--- src/rtl/tilexy_reqmort_sink.sv ---
// Receiving end of the tile mesh reqmort interface: buffers whole ejected cache lines
// and serializes each one as BEAT_W-bit beats onto the memory-side write port.
module tilexy_reqmort_sink #(
   parameter int DEPTH  = 4,
   parameter int BEAT_W = 66,
   parameter int BEATS  = 8,
   parameter int AFULL  = 1
) (
   input  logic                      clk,
   input  logic                      rst,
   input  logic                      in_en,
   input  logic [BEAT_W*BEATS-1:0]   in_data,
   input  logic [36:0]               in_addr,
   input  logic [41:0]               in_size,
   input  logic                      in_expun,
   output logic                      in_stall,
   output logic                      mem_valid,
   input  logic                      mem_ready,
   output logic [BEAT_W-1:0]         mem_beat,
   output logic                      mem_first,
   output logic                      mem_last,
   output logic [36:0]               mem_addr,
   output logic [41:0]               mem_size,
   output logic                      mem_expun,
   output logic                      ovf_err,
   output logic [15:0]               lines_done
);

   localparam int PTR_W  = (DEPTH > 1) ? $clog2(DEPTH) : 1;
   localparam int CNT_W  = $clog2(DEPTH + 1);
   localparam int BIDX_W = (BEATS > 1) ? $clog2(BEATS) : 1;
   localparam logic [CNT_W-1:0]  DEPTH_C  = CNT_W'(DEPTH);
   localparam logic [CNT_W-1:0]  AFULL_C  = CNT_W'(AFULL);
   localparam logic [BIDX_W-1:0] LAST_IDX = BIDX_W'(BEATS - 1);

   typedef enum logic {ST_IDLE = 1'b0, ST_SEND = 1'b1} state_t;

   // line storage; contents are only observed through the head pointer while valid
   logic [BEATS-1:0][BEAT_W-1:0] data_q  [DEPTH];
   logic [36:0]                  addr_q  [DEPTH];
   logic [41:0]                  size_q  [DEPTH];
   logic                         expun_q [DEPTH];

   state_t              state_q, state_d;
   logic [PTR_W-1:0]    wr_q, wr_d;
   logic [PTR_W-1:0]    rd_q, rd_d;
   logic [CNT_W-1:0]    count_q, count_d;
   logic [BIDX_W-1:0]   beat_idx_q, beat_idx_d;
   logic                ovf_q, ovf_d;
   logic [15:0]         done_q, done_d;
   logic                stall_q, stall_d;

   logic                head_last_s;
   logic                xfer_s;
   logic                pop_s;
   logic                push_s;
   logic [CNT_W-1:0]    free_d_s;

   assign mem_valid  = (state_q == ST_SEND);
   assign in_stall   = stall_q;
   assign ovf_err    = ovf_q;
   assign lines_done = done_q;

   // Head-line decode: beat transfer, pop and push qualification
   always_comb begin
      head_last_s = 1'b0;
      xfer_s      = 1'b0;
      pop_s       = 1'b0;
      push_s      = 1'b0;
      if (mem_valid) begin
         head_last_s = expun_q[rd_q] | (beat_idx_q == LAST_IDX);
         xfer_s      = mem_ready;
         pop_s       = mem_ready & head_last_s;
      end else begin
         head_last_s = 1'b0;
      end
      // a full buffer still accepts a line in the same cycle its head retires
      push_s = in_en & ((count_q != DEPTH_C) | pop_s);
   end

   // Next-state for pointers, occupancy, beat index and status
   always_comb begin
      wr_d       = wr_q;
      rd_d       = rd_q;
      count_d    = count_q;
      beat_idx_d = beat_idx_q;
      done_d     = done_q;
      ovf_d      = ovf_q | (in_en & (count_q == DEPTH_C) & ~pop_s);
      if (push_s) begin
         wr_d = wr_q + PTR_W'(1);
      end else begin
         wr_d = wr_q;
      end
      if (pop_s) begin
         rd_d       = rd_q + PTR_W'(1);
         beat_idx_d = '0;
         done_d     = done_q + 16'd1;
      end else if (xfer_s) begin
         beat_idx_d = beat_idx_q + BIDX_W'(1);
      end else begin
         beat_idx_d = beat_idx_q;
      end
      case ({push_s, pop_s})
         2'b10:   count_d = count_q + CNT_W'(1);
         2'b01:   count_d = count_q - CNT_W'(1);
         default: count_d = count_q;
      endcase
      free_d_s = DEPTH_C - count_d;
      stall_d  = (free_d_s <= AFULL_C);
   end

   // Beat FSM next state
   always_comb begin
      state_d = state_q;
      case (state_q)
         ST_IDLE: begin
            if (push_s) state_d = ST_SEND;
            else        state_d = ST_IDLE;
         end
         ST_SEND: begin
            if (pop_s && (count_d == '0)) state_d = ST_IDLE;
            else                          state_d = ST_SEND;
         end
         default: state_d = ST_IDLE;
      endcase
   end

   // Control registers
   always_ff @(posedge clk) begin
      if (rst) begin
         state_q    <= ST_IDLE;
         wr_q       <= '0;
         rd_q       <= '0;
         count_q    <= '0;
         beat_idx_q <= '0;
         ovf_q      <= 1'b0;
         done_q     <= 16'd0;
         stall_q    <= 1'b0;
      end else begin
         state_q    <= state_d;
         wr_q       <= wr_d;
         rd_q       <= rd_d;
         count_q    <= count_d;
         beat_idx_q <= beat_idx_d;
         ovf_q      <= ovf_d;
         done_q     <= done_d;
         stall_q    <= stall_d;
      end
   end

   // Line buffer write port
   always_ff @(posedge clk) begin
      if (push_s) begin
         data_q[wr_q]  <= in_data;
         addr_q[wr_q]  <= in_addr;
         size_q[wr_q]  <= in_size;
         expun_q[wr_q] <= in_expun;
      end
   end

   // Memory-side beat presentation; everything reads zero while idle
   always_comb begin
      mem_beat  = '0;
      mem_first = 1'b0;
      mem_last  = 1'b0;
      mem_addr  = 37'd0;
      mem_size  = 42'd0;
      mem_expun = 1'b0;
      if (mem_valid) begin
         mem_first = (beat_idx_q == '0);
         mem_last  = head_last_s;
         mem_addr  = addr_q[rd_q];
         mem_size  = size_q[rd_q];
         mem_expun = expun_q[rd_q];
         // expunge lines carry a header only, so their single beat is zero
         if (expun_q[rd_q]) mem_beat = '0;
         else               mem_beat = data_q[rd_q][beat_idx_q];
      end else begin
         mem_beat = '0;
      end
   end

endmodule
--- config.mk ---
export PLATFORM = sky130hd
export DESIGN_NAME = tilexy_reqmort_sink
export DESIGN_NICKNAME = d
export VERILOG_FILES = /design/src/rtl/tilexy_reqmort_sink.sv
export SDC_FILE = /design/constraint.sdc
export NUM_CORES = 2
export LEC_CHECK = 0
export CAP_MARGIN = 20
export CORE_MARGIN = 2
export CORE_UTILIZATION = 40
export CTS_CLUSTER_DIAMETER = 120
export DETAILED_ROUTE_END_ITERATION = 7
export DONT_BUFFER_PORTS = 1
export PLACE_DENSITY = 0.54
export SYNTH_ARGS = -nofsm -noshare
export SYNTH_HDL_FRONTEND = slang
export SYNTH_SLANG_ARGS = --single-unit
--- constraint.sdc ---
create_clock -name clk -period 17.9 [get_ports clk]
set_input_delay 3.58 -clock clk [delete_from_list [all_inputs] [get_ports clk]]
set_output_delay 3.58 -clock clk [all_outputs]
set_load 0.02 [all_outputs]
# [Word level (Yosys, flattened, before mapping)]
# Memory sizes are Yosys's and may differ from the RTL's. A register that Yosys moved wholly into a read port is not among the register bits.
# Cells that the tools add are included.
[totals] regBits=29 latchBits=0 mem_bits_rw=2432 romBits=0 in_bits=612 out_inout_bits=167 word_cells=63 n_memories=4
[memory_table] name="data_q" words=4 width=528 rd=1 rd_clocked_by_memory_dff=1 write_ports=1 line_no="39" rtl="logic [BEATS-1:0][BEAT_W-1:0] data_q [DEPTH];"
[memory_table] name="size_q" words=4 width=42 rd=1 rd_clocked_by_memory_dff=1 write_ports=1 line_no="41" rtl="logic [41:0] size_q [DEPTH];"
[memory_table] name="addr_q" words=4 width=37 rd=1 rd_clocked_by_memory_dff=1 write_ports=1 line_no="40" rtl="logic [36:0] addr_q [DEPTH];"
[memory_table] name="expun_q" words=4 width=1 rd=1 rd_clocked_by_memory_dff=1 write_ports=1 line_no="42" rtl="logic expun_q [DEPTH];"
[op_classes] n_addsub=7 multipliers=0 div_mod_pow=0 order_cmp=2 n_eq_ne=5 shift=0 n_mux=24 bitwise=9 n_reduce_logical=4
[op_table] op="binary-select mux 66 bit (select 3 bit)" count=1
[op_table] op="2-to-1 mux 66 bit" count=3
[op_table] op="2-to-1 mux 42 bit" count=1
[op_table] op="2-to-1 mux 37 bit" count=1
[op_table] op="adder 16 x 1 -> 16 bit (second input constant)" count=1
[op_table] op="2-to-1 mux 2 bit" count=8
[op_table] op="2-to-1 mux 1 bit" count=8
[op_table] op="adder 3 x 1 -> 3 bit (second input constant)" count=2
[op_table] op="== test 3 bit (second input constant)" count=2
[op_table] op="zero test 3 bit" count=2
[op_table] op="case mux 3 bit (2 select lines)" count=1
[op_table] op="adder 2 x 1 -> 2 bit (second input constant)" count=2
[op_table] op="bitwise AND 1 bit" count=4
[op_table] op="less-than comparator 3 x 4 -> 1 bit (second input constant)" count=1
[op_table] op="<= comparator 3 x 1 -> 1 bit (second input constant)" count=1
[op_table] op="!= test 3 bit (second input constant)" count=1
[op_table] op="bitwise OR 1 bit" count=3
[op_table] op="subtractor 3 x 1 -> 3 bit (second input constant)" count=1
[op_table] op="subtractor 3 bit (first input constant)" count=1
[op_table] op="== test 2 x 1 -> 1 bit (second input constant)" count=1
[op_table] op="== test 2 bit (second input constant)" count=1
[op_table] op="inverter 1 bit" count=2
[op_table] op="case mux 1 bit (2 select lines)" count=1
[op_table] op="OR reduction 2 bit" count=1
[op_table] op="logical AND 1 bit" count=1

# [Longest topological paths before layout]
[depth] ltp_word=12 mapped_depth=14

# [Worst setup path after synthesis]
# Ideal clock, no wire load.
[synth_path] path_type="input port to flip-flop" start="in mem_ready" end="mem addr_q[1][0] (enable)" setup_ns=1.054 arrival_ns=18.274 required_time_ns=16.846 slack_ns=-1.428 stages=5 cell_sequence="and2_1 -> clkbuf_1 -> o21ai_1 -> a21boi_1 -> and2_1"
[synth_via] elab_chain_len=6
[synth_rtl] element="start, declared" line_no="18" rtl="input logic mem_ready,"
[synth_rtl] element="bitwise AND 1 bit" line_no="73" rtl="pop_s = mem_ready & head_last_s;"
[synth_rtl] element="2-to-1 mux 1 bit" line_no="70" rtl="if (mem_valid) begin"
[synth_rtl] element="bitwise OR 1 bit" line_no="78" rtl="push_s = in_en & ((count_q != DEPTH_C) | pop_s);"
[synth_rtl] element="bitwise AND 1 bit" line_no="78"
[synth_rtl] element="2-to-1 mux 1 bit" line_no="153" rtl="if (push_s) begin"
[synth_rtl] element="2-to-1 mux 1 bit (implied by the code)" line_no="155" rtl="addr_q[wr_q] <= in_addr;"
[synth_rtl] element="end, declared" line_no="40"
# Every way passes these cells.

==> reports/metrics.yaml <==
cts_hold_buf: 0
p_leak_nw: 32.23
cp_top_family: "buffers and inverters"
worstSetupStartpointType: "register"
clockBufferDepth: 4
ys_seq_elements: 2463
endpoint_kind: "output port"
hold_ws_ps: 524.1
firstDrtPassIters: 5
cp_max_fo: 83
num_rows: 177
ctsRootBufferMaster: "clkbuf_16"
reg2reg_to: "data_q[0][190]"
avgViaCountPerCell: 5.621
r2r_slack_ps: 11850
synth.distinct_cells: 66
yosys.area.top_type: "edfxtp_1"
min_period_over_period: 0.5417
synthCells: 4017
swShare: 0.2128
overflow: 0
p_switching_mw: 2.739
vdd_drop_max_uv: 89.91
antenna_found_initial: 22
place.gp.congestion: 0.7733
grt_usage: 0.2002
synth_top_area_frac: 0.7842
fillers: 19392
dp_hpwl_um: 148900
path_buf_inv: 5
grt_setup_unrepaired: "no"
cp.required_ps: 14320
core_area_sq_mm: 0.2321
hold_end: "wr_q[1]"
slowest_stage: "buf_4"
clock_sinks: 2463
multi_input_area_sq_mm: 0.01849
portBuffers: 0
grt_first_pass_wirelength_um: 336000
grt_pass1_vias: 43912
synth_warnings: 0
power.share.clock: 0.416
path_clk_slew_ps: 60
setup_violations: 0
path_cells: "buf_12 > buf_4 > buf_4 > buf_16 > buf_12 > mux4_2 > a22oi_1 > nand2_1 > a22o_1"
final_common_cell: "edfxtp_1"
critPathArrivalTime_ps: 6120
p_int_mw: 10.13
clk_latency_ps: 920
synth_area_leaders: "edfxtp_1 (78%), mux4_2 (15%), a22oi_1 (1.8%), dfxtp_1 (0.67%), and2_1 (0.59%)"
finalHoldViolCount: 0
layout_common_cells: "edfxtp_1 (2432), mux4_2 (608), clkbuf_16 (287)"
place_ws_ps: 8612
die_area_sq_mm: 0.2367
synth-edff-count: 2432
cts_resized: 0
crit_type: "reg2out"
synthesis.area_sq_mm: 0.09312
h-tree-depth: 5
synthToLayoutAreaGrowth_pct: 13.10
clock.fmax_mhz: 103.1
fin_tns_setup_ps: 0
numCtsBuffers: 282
cts_setup_buffers: 0
die_width_um: 486.5
reg2reg_from: "beat_idx_q[1]"
skew_ps: 56.52
async_flop_share: 0
slew_headroom: 0.2588
grt_max_degree: 122
drt_iter0_drc: 3096
slew_violations: 0
routedWlPerCell_um: 32.21
synth_nets: 4641
outcome: "finished, final reports clean"
synthFlopType: "edfxtp_1"
slowest_delay_ps: 770
power.density_mw_per_mm2: 122.2
antenna_left: 0
hold_depth: 2
route.detailed.drc: 0
hp-class: "reg2reg"
wl_um: 239100
drive_above_1_share: 0.2475
drv_cap: 0
num_vias: 41723
min_period_ps: 9696
yosysSeqAreaShare: 0.7909
syn_area_per_cell_sq_um: 23.18
ios: 779
final_nets: 4784
start_util: 0.4012
rr_worst_depth: 9
tightest_slew_ps: 1112
final.setup.worst_slack_ps: 8204
min_from: "wr_q[1]"
die_h_um: 486.5
seqCellArea_sq_mm: 0.07366
cts_tree: "built"
seqPwrFrac: 0.523
combPwrFrac: 0.062
## Yosys cell counts (3+ instances only)
cell and count:
o21a_1 3, a22oi_1 222, o21ai_0 10, nand3_1 7, a21oi_1 17, and3_1 4
nand2b_1 6, xnor2_1 5, o2111ai_1 3, dfxtp_1 31, buf_4 11, mux4_2 608
o22ai_1 17, xor2_1 4, a22o_1 56, o211ai_1 3, and2_1 88, mux2_2 4
a31oi_1 5, buf_1 18, buf_2 77, nor3_1 6, and4_1 3, inv_1 10
o21ai_1 4, or3_1 11, a211o_1 4, mux2i_1 16, ha_1 11, edfxtp_1 2432
nor2_1 21, nand2_1 129, clkbuf_1 119, a32o_1 3, nor2b_1 3, o32ai_1 4
## layer usage
layer  GRT usage  up-vias  routed length, um
li1            -    17540                  -
met1      0.2489    22385              92600
met2      0.3103     1456             112000
met3     0.09410      334              27570
met4     0.06378        8               6832
met5           0        -                 60
## power groups by stage
stage / clock network (mW) / logic, mW / registers [mW]
3_3_place_gp: 0 / 0.819 / 6.84
2_1_floorplan: 0 / 0.547 / 6.97
4_1_cts: 5.50 / 0.818 / 6.73
5_1_grt: 5.73 / 0.855 / 6.75
3_5_place_dp: 0 / 0.816 / 6.85
6_report: 5.35 / 0.793 / 6.73
## cell type report
class	instances	area share
inverters	13	0.0004633
flip-flops and latches	2463	0.6994
clock buffers	355	0.07061
diodes	29	0.0006890
multi-input cells	1316	0.1755
clock inverters	120	0.009753
repair buffers	84	0.007366
well taps	3043	0.03615
## flip-flops by register name (all words and copies together) (netlist names), named ones only
signal / count
in_stall: 1
ovf_err: 1
wr_q: 2
count_q: 3
rd_q: 2
mem_valid: 1
addr_q: 148
size_q: 168
lines_done: 16
beat_idx_q: 3
data_q: 2112
expun_q: 4
## kinds of logic after synthesis
| logic type | share of synthesized area |
|---|---|
| flops | 0.7909 |
| mux | 0.1495 |
| compound gates | 0.02994 |
| simple gates | 0.01608 |
| buf+inv | 0.01107 |
| fa+ha+maj | 0.001693 |
| xor+xnor | 0.0008464 |
## tightest hold or removal path, stage by stage (launching register included)
cell	delay, ps
dfxtp_1	340
nand2b_1	80
mux2i_1	50
## worst max path at each step
stage                     startpoint            to  slack (ps)  depth (start not counted)
final                       register  mem_beat[50]        8200                          9
after global routing        register  mem_beat[50]        7620                          9
after CTS                   register  mem_beat[50]        7590                          8
after detailed placement    register  mem_beat[50]        8610                          8
after global placement      register  mem_beat[50]        8610                          8
after floorplan            mem_ready  addr_q[0][0]       -1430                          5
## stage by stage
stage	total power [mW]	instances	util	cell area, sq um
6_report	12.87	7423	0.4538	105300
5_1_grt	13.33	7414	0.4537	105300
4_1_cts	13.05	7393	0.4534	105200
3_5_place_dp	7.668	6918	0.4169	96760
3_3_place_gp	7.659	6918	0.4169	96760
2_1_floorplan	7.521	4017	-	93130
Power figures use the tool's default switching activity.
